## config.mk

```make
export PLATFORM = sky130hd
export DESIGN_NAME = linear_spike_accum
export DESIGN_NICKNAME = d
export VERILOG_FILES = /design/src/rtl/linear_spike_accum.sv
export SDC_FILE = /design/constraint.sdc
export NUM_CORES = 1
export LEC_CHECK = 0
export CAP_MARGIN = 20
export CORE_MARGIN = 10
export CORE_UTILIZATION = 35
export CTS_BUF_LIST = sky130_fd_sc_hd__clkbuf_4 sky130_fd_sc_hd__clkbuf_8
export CTS_CLUSTER_SIZE = 25
export DETAILED_ROUTE_END_ITERATION = 8
export GPL_TIMING_DRIVEN = 0
export SYNTH_ARGS = -nofsm -noshare
export SYNTH_HDL_FRONTEND = slang
export SYNTH_SLANG_ARGS = --single-unit
```

## constraint.sdc

```tcl
create_clock -name clk -period 21.7 [get_ports clk]
set_clock_uncertainty 0.1 [all_clocks]
set_input_delay 4.34 -clock clk [delete_from_list [all_inputs] [get_ports clk]]
set_output_delay 4.34 -clock clk [all_outputs]
set_load 0.01 [all_outputs]
```

## src/rtl/linear_spike_accum.sv

```systemverilog
// linear_spike_accum
//   Walks the linear-layer weight ROM one output neuron at a time, adding the
//   decoded signed weight of every input whose latched spike bit is set, and
//   presents one saturated membrane sum per neuron on a valid/ready port.
//
// Ports
//   clk        system clock (shared with the weight ROM)
//   rst        asynchronous reset, active-high
//   start      frame start pulse, ignored while busy
//   spike_in   input spike vector, sampled when start is accepted
//   busy       high from the cycle after start up to and including done
//   addrb      weight ROM read address
//   doutb      weight ROM data, valid one cycle after addrb
//   out_valid  out_idx/out_sum valid
//   out_ready  downstream accept
//   out_idx    neuron index being presented
//   out_sum    signed saturated sum for out_idx
//   done       one-cycle pulse after the last result is accepted
module linear_spike_accum #(
  parameter int unsigned ADDR  = 16,
  parameter int unsigned WIDE  = 4,
  parameter int unsigned IN_N  = 256,
  parameter int unsigned OUT_N = 128,
  parameter int unsigned ACC_W = 16
) (
  input  logic                     clk,
  input  logic                     rst,
  input  logic                     start,
  input  logic [IN_N-1:0]          spike_in,
  output logic                     busy,
  output logic [ADDR-1:0]          addrb,
  input  logic [WIDE-1:0]          doutb,
  output logic                     out_valid,
  input  logic                     out_ready,
  output logic [$clog2(OUT_N)-1:0] out_idx,
  output logic [ACC_W-1:0]         out_sum,
  output logic                     done
);

  localparam int unsigned IW = $clog2(IN_N);
  localparam int unsigned NW = $clog2(OUT_N);

  localparam logic [2:0] StIdle  = 3'd0;
  localparam logic [2:0] StFetch = 3'd1;
  localparam logic [2:0] StDrain = 3'd2;
  localparam logic [2:0] StOut   = 3'd3;
  localparam logic [2:0] StDone  = 3'd4;

  logic [2:0]       state_q, state_d;
  logic [NW-1:0]    neuron_q, neuron_d;
  logic [IW-1:0]    in_q, in_d;
  logic [IN_N-1:0]  spike_q, spike_d;
  logic [ACC_W-1:0] acc_q, acc_d;
  // Delayed valid / spike bit aligned with the registered ROM read.
  logic             vld_q, spk_q;

  logic [ACC_W:0]   sum_wide;
  logic [ACC_W-1:0] acc_sat;

  // The fetch counter stops at IN_N-1 rather than wrapping, so addrb keeps
  // showing the last issued address outside FETCH.
  assign addrb     = ADDR'(neuron_q) * ADDR'(IN_N) + ADDR'(in_q);
  assign busy      = (state_q != StIdle);
  assign out_valid = (state_q == StOut);
  assign done      = (state_q == StDone);
  assign out_idx   = neuron_q;
  assign out_sum   = acc_q;

  always_comb begin
    sum_wide = {acc_q[ACC_W-1], acc_q} + {{(ACC_W + 1 - WIDE){doutb[WIDE-1]}}, doutb};
    acc_sat  = sum_wide[ACC_W-1:0];
    // Overflow when the guard bit disagrees with the result sign bit.
    if (sum_wide[ACC_W] != sum_wide[ACC_W-1]) begin
      acc_sat = sum_wide[ACC_W] ? {1'b1, {(ACC_W-1){1'b0}}} : {1'b0, {(ACC_W-1){1'b1}}};
    end
  end

  always_comb begin
    state_d  = state_q;
    neuron_d = neuron_q;
    in_d     = in_q;
    spike_d  = spike_q;
    acc_d    = acc_q;
    if (vld_q && spk_q) begin
      acc_d = acc_sat;
    end
    case (state_q)
      StIdle: begin
        if (start) begin
          spike_d  = spike_in;
          neuron_d = '0;
          in_d     = '0;
          acc_d    = '0;
          state_d  = StFetch;
        end
      end
      StFetch: begin
        if (in_q == IW'(IN_N - 1)) begin
          state_d = StDrain;
        end else begin
          in_d = in_q + 1'b1;
        end
      end
      StDrain: state_d = StOut;
      StOut: begin
        if (out_ready) begin
          if (neuron_q == NW'(OUT_N - 1)) begin
            state_d = StDone;
          end else begin
            acc_d    = '0;
            neuron_d = neuron_q + 1'b1;
            in_d     = '0;
            state_d  = StFetch;
          end
        end
      end
      StDone:  state_d = StIdle;
      default: state_d = StIdle;
    endcase
  end

  always_ff @(posedge clk or posedge rst) begin
    if (rst) begin
      state_q  <= StIdle;
      neuron_q <= '0;
      in_q     <= '0;
      spike_q  <= '0;
      acc_q    <= '0;
      vld_q    <= 1'b0;
      spk_q    <= 1'b0;
    end else begin
      state_q  <= state_d;
      neuron_q <= neuron_d;
      in_q     <= in_d;
      spike_q  <= spike_d;
      acc_q    <= acc_d;
      vld_q    <= (state_q == StFetch);
      spk_q    <= spike_q[in_q];
    end
  end

endmodule

```

## Yosys cells after proc, flatten, opt, wreduce, memory -nomap -nowiden

Cells that the tools add are included.

| storage, ports and cells | value |
|---|---|
| output and inout bits | 42 |
| bits in registers | 292 |
| word-level logic and storage cells | 56 |
| input bits | 264 |

| cells by class | value |
|---|---|
| add/subtract/negate cells | 4 |
| eq/ne operators | 12 |
| muxes and demuxes | 23 |
| reduce and logical (&&, ||, !) cells | 9 |
| magnitude comparators | 1 |

Operators with widths:

| cell | count |
|---|---|
| 16-bit two-way mux | 6 |
| 8-bit two-way mux | 4 |
| 16-bit case mux with 2 select lines | 1 |
| 8-bit case mux with 3 select lines | 1 |
| 7-bit two-way mux | 3 |
| 16-bit by 4-bit adder with 17-bit output | 1 |
| 15-bit by 8-bit adder with 16-bit output | 1 |
| 7-bit case mux with 2 select lines | 1 |
| 3-bit two-way mux | 4 |
| 3-bit case mux with 4 select lines | 1 |
| 8-bit by 9-bit < comparator with 1-bit output (second input constant) | 1 |
| 8-bit by 1-bit adder with 8-bit output (second input constant) | 1 |
| 1-bit binary-select mux with 8-bit select | 1 |
| 8-bit equality test (second input constant) | 1 |
| 2-bit inequality test (second input constant) | 4 |
| 7-bit by 1-bit adder with 7-bit output (second input constant) | 1 |
| 7-bit equality test (second input constant) | 1 |
| 3-bit by 2-bit equality test with 1-bit output (second input constant) | 2 |
| 3-bit nonzero test | 2 |
| 5-bit AND reduction | 1 |
| 4-bit AND reduction | 1 |
| 3-bit by 1-bit equality test with 1-bit output (second input constant) | 1 |
| 3-bit equality test (second input constant) | 1 |
| 3-bit logical NOT | 1 |
| other kinds (7) | 7 |

## Logic depth before layout (Yosys ltp)

Gate-level depths: netlist of the first run.

| depth | value |
|---|---|
| depth after elaboration | 7 |
| mapped depth | 10 |
| mapped depth without buffers | 9 |

## Worst setup path before layout of the first run

Ideal clock, no wire load.

| timing | value |
|---|---|
| kind | input port to flip-flop |
| start point | in doutb[0] |
| end point | reg acc_q[3], in the netlist out_sum[3] |
| cell stages on the path | 10 |
| buffers on the path | 1 |
| path slack | 15.095 ns |
| arrival time | 6.385 ns |
| path through | ha_1 -> fa_1 -> a211oi_1 -> o211ai_1 -> and4b_2 -> o21ai_0 -> o311ai_4 -> buf_6 -> o22ai_1 -> nor2_1 |

| between the ends | value |
|---|---|
| word-level cells in the longest chain between the ends | 7 |

Ends and longest elaborated chain:

| what | RTL line | text |
|---|---|---|
| start: declaration | 32 | `input logic [WIDE-1:0] doutb,` |
| 16-bit by 4-bit adder with 17-bit output (*) | 70 | `sum_wide = {acc_q[ACC_W-1], acc_q} + {{(ACC_W + 1 - WIDE){doutb[WIDE-1]}}, doutb};` |
| 16-bit two-way mux / 1-bit inequality test (equally long branches) | 74, 73 |  |
| 16-bit two-way mux (*) | 73 | `if (sum_wide[ACC_W] != sum_wide[ACC_W-1]) begin` |
| 16-bit two-way mux (*) | 84 | `if (vld_q && spk_q) begin` |
| 16-bit two-way mux | 107 | `if (neuron_q == NW'(OUT_N - 1)) begin` |
| 16-bit two-way mux | 106 | `if (out_ready) begin` |
| 16-bit case mux with 2 select lines (*) | 87 | `case (state_q)` |
| via acc_d[3] | 53 | `logic [ACC_W-1:0] acc_q, acc_d;` |
| end signal: assignment | 128 | `acc_q <= '0;` |
| end signal: assignment | 136 | `acc_q <= acc_d;` |
| end: declaration | 53 |  |

Mark *: on every way through the listed nets, which the timed path passes. The rest lies on a longest branch.
A chain may end at the register's enable or synchronous reset.

## Worst setup path after layout of the first run

| timing | value |
|---|---|
| start point | in doutb[3] |
| end point | reg acc_q[9], in the netlist out_sum[9] |

The elaborated chain is that of the path after synthesis.

==> run summary, run 1 <==
The final-report max-slew violation count is 0, and the total number of vias is 9989. Among cell families on the critical path, the largest total delay comes from buffers and inverters. The critical path startpoint category was a primary input. The first TritonRoute pass finished after 5 iterations. In the synthesized netlist the dominant register cell turns out to be dfrtp_1. The count of flip-flops with a built-in enable after synthesis was 0.

The tools report the remaining global-route overflow as 0. TritonCTS built the clock tree. The run gives 2 as the H-tree depth. From left edge to right edge, the die measures 221 µm. The count of warnings emitted by yosys was 0.

The delay of the slowest cell on the worst path was 0.87 ns; the initial antenna violation count was 16. The weighted congestion reported at the end of routability-driven placement came out at 0.803. The area fraction of the dominant cell type after synthesis was 0.514; the detailed-route wire length per cell was 22.8 µm. The number of buffers and inverters on the critical path is 2.

The clock-pin slew of the registers on the worst-case setup and hold paths is 0.06 ns. STA puts the critical path data arrival time at 7.40 ns. Setup slack on the critical path of the routed design comes to 14.69 ns. The logs give 0.178 for the overall routing resource usage and 1023 for the gate count after technology mapping.

The fraction of registers with async set or reset after synthesis was 1.00; the leakage component of the power was 7.86 nW. For the clock latency at the later pin of the worst-skew pair, the log shows 0.65 ns. The maximum root-to-sink buffer count came out at 3.

The tree is rooted in a clkbuf_8. For the half-perimeter wire length of the detailed placement result, the log shows 33.9 mm. The quantity of hold-fixing buffers added after cts is 0. The count of distinct cell types in the synthesized netlist is 69. The met1 capacity usage during global routing is 0.210.

The critical path goes through clkdlybuf4s50_1 -> ha_1 -> nand3_1 -> o221ai_1 -> or3_1 -> o2111ai_1 -> o311ai_4 -> buf_6 -> o22ai_1 -> nor2_1. For the overall routed net length, the log shows 44.3 mm. The run gives 0.297 as the met2 routing resource usage after global routing.

The largest total area in the synthesized netlist belongs to dfrtp_1. Entering global routing, the biggest net connects 128 pins. The starting density of the core came out at 0.356. The fraction of layout cells with a size suffix above 1 is 0.320, and the post-synthesis sequential area ratio is 0.514.

The post-route fraction of the period consumed by the critical path came out at 0.323. The number of buffer cells added on primary ports is 304. The smallest clock period supported by the final layout is computed as 7.01 ns. Commonest non-fill, non-tap cell in the layout: clkdlybuf4s50_1. The top cell types in the final layout, fill and taps aside, are 304 x clkdlybuf4s50_1, 292 x dfrtp_1, 260 x mux2_2, 62 x clkbuf_8, 45 x mux2i_1. After detailed routing, the number of remaining DRC violations is 0.

The I/O pin total was 306. After synthesis the cells add up to 14200 µm². The tools report the met3 global-route usage as 0.0614. For the final hold violation count, the log shows 0. The post-placement worst setup slack came out at 14.02 ns.

The power per cell area was 131 nW/µm²; the die extent in y was 221 µm. The class of the tightest hold or removal check is register to register. The first routing iteration left 483 violations.

Max-cap violations in this run came to 0. The number of gates resized after CTS was 0. The synthesized area per cell works out to 13.9 µm².

After filler insertion, the fill cell instance count of the layout stands at 3656. Compared with the post-synthesis result, the final layout area differs by 34.1%. The worst setup path is captured at a register. Across the VDD grid, the largest voltage drop is 0.0578 mV. STA puts the critical path data required time at 22.09 ns. The via-per-instance ratio works out to 5.13.

The number of global-route vias before repair was 11132; the total clock sinks was 292. Across all register-to-register paths, the minimum setup slack is 18.49 ns. The number of nets in the synthesized netlist is 1306. The synthesized design contains 292 register bits. The placeable core region was 39900 µm². The layer with the highest usage after global routing is met2.

After floorplanning, the core was divided into 73 placement rows. The classification of the worst setup path is primary input to register. Setup repair after global routing left no endpoint under its margin. The relative max-transition margin was 0.345; the setup fix buffers added after clock tree synthesis was 0.

After the last flow step, the layout net total stands at 1666. Ranked by total cell area, the synthesized netlist is headed by dfrtp_1 51%, mux2_2 21%, mux4_2 4.1%, mux2i_1 3.2%, mux4_1 3.0%. The largest fanout on the critical path was 13.

For the remaining antenna violation count after routing, the log shows 0. The first global-routing pass estimated 67.2 mm of wire. The slowest stage of the critical path belongs to the cell clkdlybuf4s50_1. The transition time at the pin with the least slew margin was 0.979 ns; the count of endpoints failing setup in the final report was 0. Area of the die: 49100 µm².

The flow ran to the end, and the final reports show no timing, DRC or antenna violations. Static timing analysis puts the maximum clock frequency at 143 MHz. Adding up every negative setup slack in the final design gives 0 ns.

The tools report the number of buffers created by CTS as 52.
[registers in the layout, indices dropped and copies added (netlist names)]
name	cells
out_sum	16
spk_q	1
vld_q	1
spike_q	256
state_q	3
in_q	8
out_idx	7
[power by group]
group | internal, mW | switching [mW] | total (mW)
clock network | 0.294 | 0.234 | 0.527
registers | 0.812 | 0.140 | 0.952
logic | 0.578 | 0.437 | 1.01
total | 1.68 | 0.810 | 2.49
[cell usage after synthesis (12+ instances only)]
cell type / instances
mux4_2: 26
a211oi_1: 16
mux2i_1: 45
mux2_2: 260
buf_2: 38
ha_1: 18
dfrtp_1: 292
a21oi_1: 27
o22ai_1: 18
xnor2_1: 12
nand2_1: 24
xor2_1: 12
nor2_1: 42
o21ai_0: 26
mux4_1: 16
[metrics by stage]
step           cells  power (mW)  instance area [µm²]  utilization  hold WS (ns)
2_1_floorplan   1023        1.66                14200            -         0.372
3_3_place_gp    1852        1.96                17900        0.449         0.383
3_5_place_dp    1854        1.99                18000        0.450         0.387
4_1_cts         1945        2.53                19000        0.477         0.400
5_1_grt         1945        2.66                19000        0.477         0.407
6_report        1949        2.49                19100        0.477         0.397
[cell families (layout without fill, tap and decap cells)]
kind of cell	count (synthesis)	in the layout	share of synthesized area
other	1	5	0.000264
flip-flops	292	292	0.514
multiplexers	347	347	0.309
buffers and inverters	77	474	0.0329
XOR/XNOR	24	24	0.0148
adder cells (fa/ha/maj)	19	19	0.0173
AND/OR/NAND/NOR	119	119	0.0410
AO/OA/AOI/OAI	144	144	0.0710
[layer usage]
layer	wire [µm]	up-vias
li1	-	4592
met1	18200	4995
met2	21400	285
met3	3530	93
met4	1040	24
met5	138	-
[worst paths after layout]
path | startpoint | to | depth (start not counted)
worst max-delay path | doutb[3] | out_sum[9] | 10
worst min-delay path | spike_q[122] | spike_q[122] | 1
worst max register to register | in_q[3] | spk_q | 8
worst min register to register | spike_q[122] | spike_q[122] | 1
max in group asynchronous | rst | spike_q[237] | 4
min in group asynchronous | rst | out_idx[4] | 2
[layout make-up]
| class | instances | area, µm² | area share |
|---|---|---|---|
| flip-flops and latches | 292 | 7310 | 0.384 |
| repair buffers | 306 | 3100 | 0.163 |
| clock inverters | 9 | 67.6 | 0.00355 |
| diodes | 4 | 10.0 | 0.000525 |
| multi-input cells | 654 | 6430 | 0.338 |
| inverters | 9 | 41.3 | 0.00217 |
| clock buffers | 82 | 1000 | 0.0527 |
| plain buffers | 68 | 434 | 0.0228 |
| well taps | 525 | 657 | 0.0345 |
Note: power is estimated with default switching activity, not from simulation.
==> run 2, diff against run 1 <==
==> constraint.sdc (replaced) <==
create_clock -name clk -period 6.26 [get_ports clk]
set_clock_uncertainty 0.1 [all_clocks]
set_input_delay 1.252 -clock clk [delete_from_list [all_inputs] [get_ports clk]]
set_output_delay 1.252 -clock clk [all_outputs]
set_load 0.01 [all_outputs]
==> run 2 against run 1 <==
Worst setup slack worse by 12 ns. Combinational power grew to 3.5 times the previous value. Critical path type unchanged. Design area is 1.2% higher. Wire length is 1.3% higher. Largest cell class unchanged. Critical path depth stayed put. Non-clock buffer count is 5 higher.
==> run summary, run 2 (synthesis gave the netlist of run 1 again) <==
The slowest stage cell on the critical path was clkdlybuf4s50_1 (unchanged). The number of buffers and inverters on the critical path came out at 2 (unchanged). The delay of the slowest cell on the worst path works out to 0.88 ns (was 0.87 ns). The worst-case reg-to-reg path depth was 8 (unchanged).

TritonCTS built the clock tree. The starting density of the core is 0.356 (unchanged), and the number of global-route vias before repair is 11022 (was 11132). The tools report the clock latency at the later pin of the worst-skew pair as 0.62 ns (was 0.65 ns). The capture instance of the worst register-to-register path was spk_q (unchanged).

The max-capacitance violation count is 0 (unchanged), and the peak supply drop is 0.192 mV (was 0.0578 mV). The die outline width is 221 µm (unchanged). The via-per-instance ratio was 5.14 (was 5.13); the overall routing resource usage was 0.178 (about the same). The quantity of hold-fixing buffers added after cts was 0 (unchanged). The commonest non-fill, non-tap cell in the layout is clkdlybuf4s50_1 (unchanged). The power per cell area is 460 nW/µm² (was 131 nW/µm²).

Pin count of the biggest net entering global routing: 43 (was 128). The run gives 67.8 mm (was 67.2 mm) as the wire length of the first global-routing pass. The classification of the worst setup path is primary input to register (unchanged). The count of endpoints failing setup in the final report was 0 (unchanged). Utilization of the core after routing: 0.483 (was 0.477). The depth of the worst hold-timing path is 1 (unchanged), and the detailed-route wire length per cell is 22.9 µm (was 22.8 µm). The die extent in y is 221 µm (unchanged), and the leakage component of the power is 7.95 nW (was 7.86 nW). Class of the tightest hold or removal check: register to register (unchanged).

For the remaining antenna violation count after routing, the log shows 0 (unchanged). The tools report the destination of the worst hold path as spike_q[21] (was spike_q[122]). The DRC marker count from the first detailed-route iteration came out at 553 (was 483).

Worst-path cell chain: clkdlybuf4s50_1 -> ha_1 -> nand3_1 -> o221ai_1 -> or3_1 -> o2111ai_1 -> o311ai_4 -> buf_6 -> o22ai_1 -> nor2_1 (unchanged). The logs give 53 (was 52) for the number of buffers created by CTS and 10094 (was 9989) for the total number of vias. The final-report max-slew violation count is 0 (unchanged), and the total clock sinks is 292 (unchanged).

The transition time at the pin with the least slew margin works out to 1.07 ns (was 0.979 ns). The flow ran to the end, and the final reports show no timing, DRC or antenna violations. The clock-pin slew of the registers on the worst-case setup and hold paths is 0.06 ns (about the same). The area of the die came out at 49100 µm² (unchanged). The number of iterations in the first detailed-routing pass came out at 4 (was 5). Commonest non-fill, non-tap cells in the layout: 304 x clkdlybuf4s50_1, 292 x dfrtp_1, 260 x mux2_2, 68 x clkbuf_8, 45 x mux2i_1 (was 304 x clkdlybuf4s50_1, 292 x dfrtp_1, 260 x mux2_2, 62 x clkbuf_8, 45 x mux2i_1). The logs give 73 (unchanged) for the number of placement rows and 1.80 ns (was 14.02 ns) for the post-placement worst setup slack. The final hold violation count is 0 (unchanged), and the I/O pin total is 306 (unchanged). The logs give 2.85 ns (was 18.49 ns) for the flop-to-flop setup slack and 8.87 mW (was 2.49 mW) for the power after layout. The number of flip-flops under the largest register name is 256 (unchanged), and the required time reported for the critical path endpoint is 6.65 ns (was 22.09 ns). Worst reg2reg path startpoint: in_q[3] (unchanged). The shortest clock period the worst path allows after layout is 3.88 ns. The weighted congestion reported at the end of routability-driven placement was 0.814 (was 0.803).

The initial antenna violation count was 21 (was 16). The category of the worst setup path capture point was a register (unchanged). The largest fanout on the critical path is 13 (unchanged), and the relative max-transition margin is 0.284 (was 0.345). The setup fix buffers added after clock tree synthesis is 0 (unchanged), and the post-detailed-route DRC marker count is 0 (unchanged). Based on the critical path, the design can be clocked at up to 258 MHz. The H-tree depth came out at 2 (unchanged). For the final setup slack of the worst path, the log shows 2.38 ns (was 14.69 ns). The setup TNS came out at 0 ns (unchanged). The tools report the overall routed net length as 44.9 mm (was 44.3 mm). Setup repair after global routing left no endpoint under its margin. Library cell used as clock root buffer: clkbuf_8 (unchanged). Gate family responsible for the most delay along the worst path: buffers and inverters (unchanged). Fraction of layout cells with a size suffix above 1: 0.325 (was 0.320).

The half-perimeter wire length of the detailed placement result was 34.6 mm (was 33.9 mm). The post-route fraction of the period consumed by the critical path is 0.620. The count of fill cells added during filler insertion was 3573 (was 3656). The area added between synthesis and finish is 35.7% (was 34.1%), and the placeable core region is 39900 µm² (unchanged). The endpoint arrival time on the critical path is 4.27 ns (was 7.40 ns), and the maximum root-to-sink buffer count is 3 (unchanged). The number of buffer cells added on primary ports was 304 (unchanged). Remaining global-route overflow: 0 (unchanged). The tools report the start point of the worst hold path as spike_q[21] (was spike_q[122]).

The run gives 0 (unchanged) as the number of cells upsized or downsized after cts. The critical path startpoint category was a primary input (unchanged). The register ranked first by flip-flop count was spike_q (unchanged).

The number of nets in the layout came out at 1672 (was 1666).
run 2: worst reg2reg max path, cell delays in order, from the launching register on:
cell and delay (ns):
dfrtp_1 0.45, buf_1 0.69, clkbuf_1 0.87, a221oi_1 0.20, a21oi_1 0.20, nor2_1 0.07
o21ai_0 0.39, a211o_1 0.21, o221ai_2 0.11
run 2: routing by layer:
metal,global-route usage,vias up,part of all wire
li1,-,4602,-
met1,0.212,5089,0.41
met2,0.294,293,0.48
met3,0.0662,84,0.080
met4,0.0538,26,0.021
met5,0,-,0.0042
run 2: how the worst max path moves through the flow:
stage	start	slack, ns	cells past startpoint	endpoint
after floorplan	rst	1.03	1	in_q[0]
after global placement	rst	-1.29	2	spike_q[242]
after detailed placement	doutb[3]	1.80	10	out_sum[10]
after CTS	doutb[3]	2.44	10	out_sum[10]
after global routing	doutb[3]	2.12	10	out_sum[10]
final	doutb[3]	2.38	10	out_sum[6]
run 2: through the flow:
| stage | hold slack, ns | instances | instance area [µm²] |
|---|---|---|---|
| after floorplan | 0.372 | 1023 | 14200 |
| after global placement | 0.380 | 1852 | 17900 |
| after detailed placement | 0.390 | 1859 | 18100 |
| after CTS | 0.403 | 1955 | 19300 |
| after global routing | 0.414 | 1957 | 19300 |
| final | 0.396 | 1963 | 19300 |
run 2: cell type report:
type	instances	area, µm²	share of cell area
Clock inverter	11	150	0.00778
Tap cell	525	657	0.0341
Inverter	9	37.5	0.00195
Sequential cell	292	7310	0.379
Buffer	68	434	0.0225
Multi-Input combinational cell	654	6430	0.334
Timing Repair Buffer	311	3180	0.165
Antenna cell	8	20.0	0.00104
Clock buffer	85	1060	0.0551
run 2: power breakdown:
part	internal [mW]	switching, mW
Sequential	2.81	0.492
Clock	1.20	0.827
Combinational	2.01	1.52
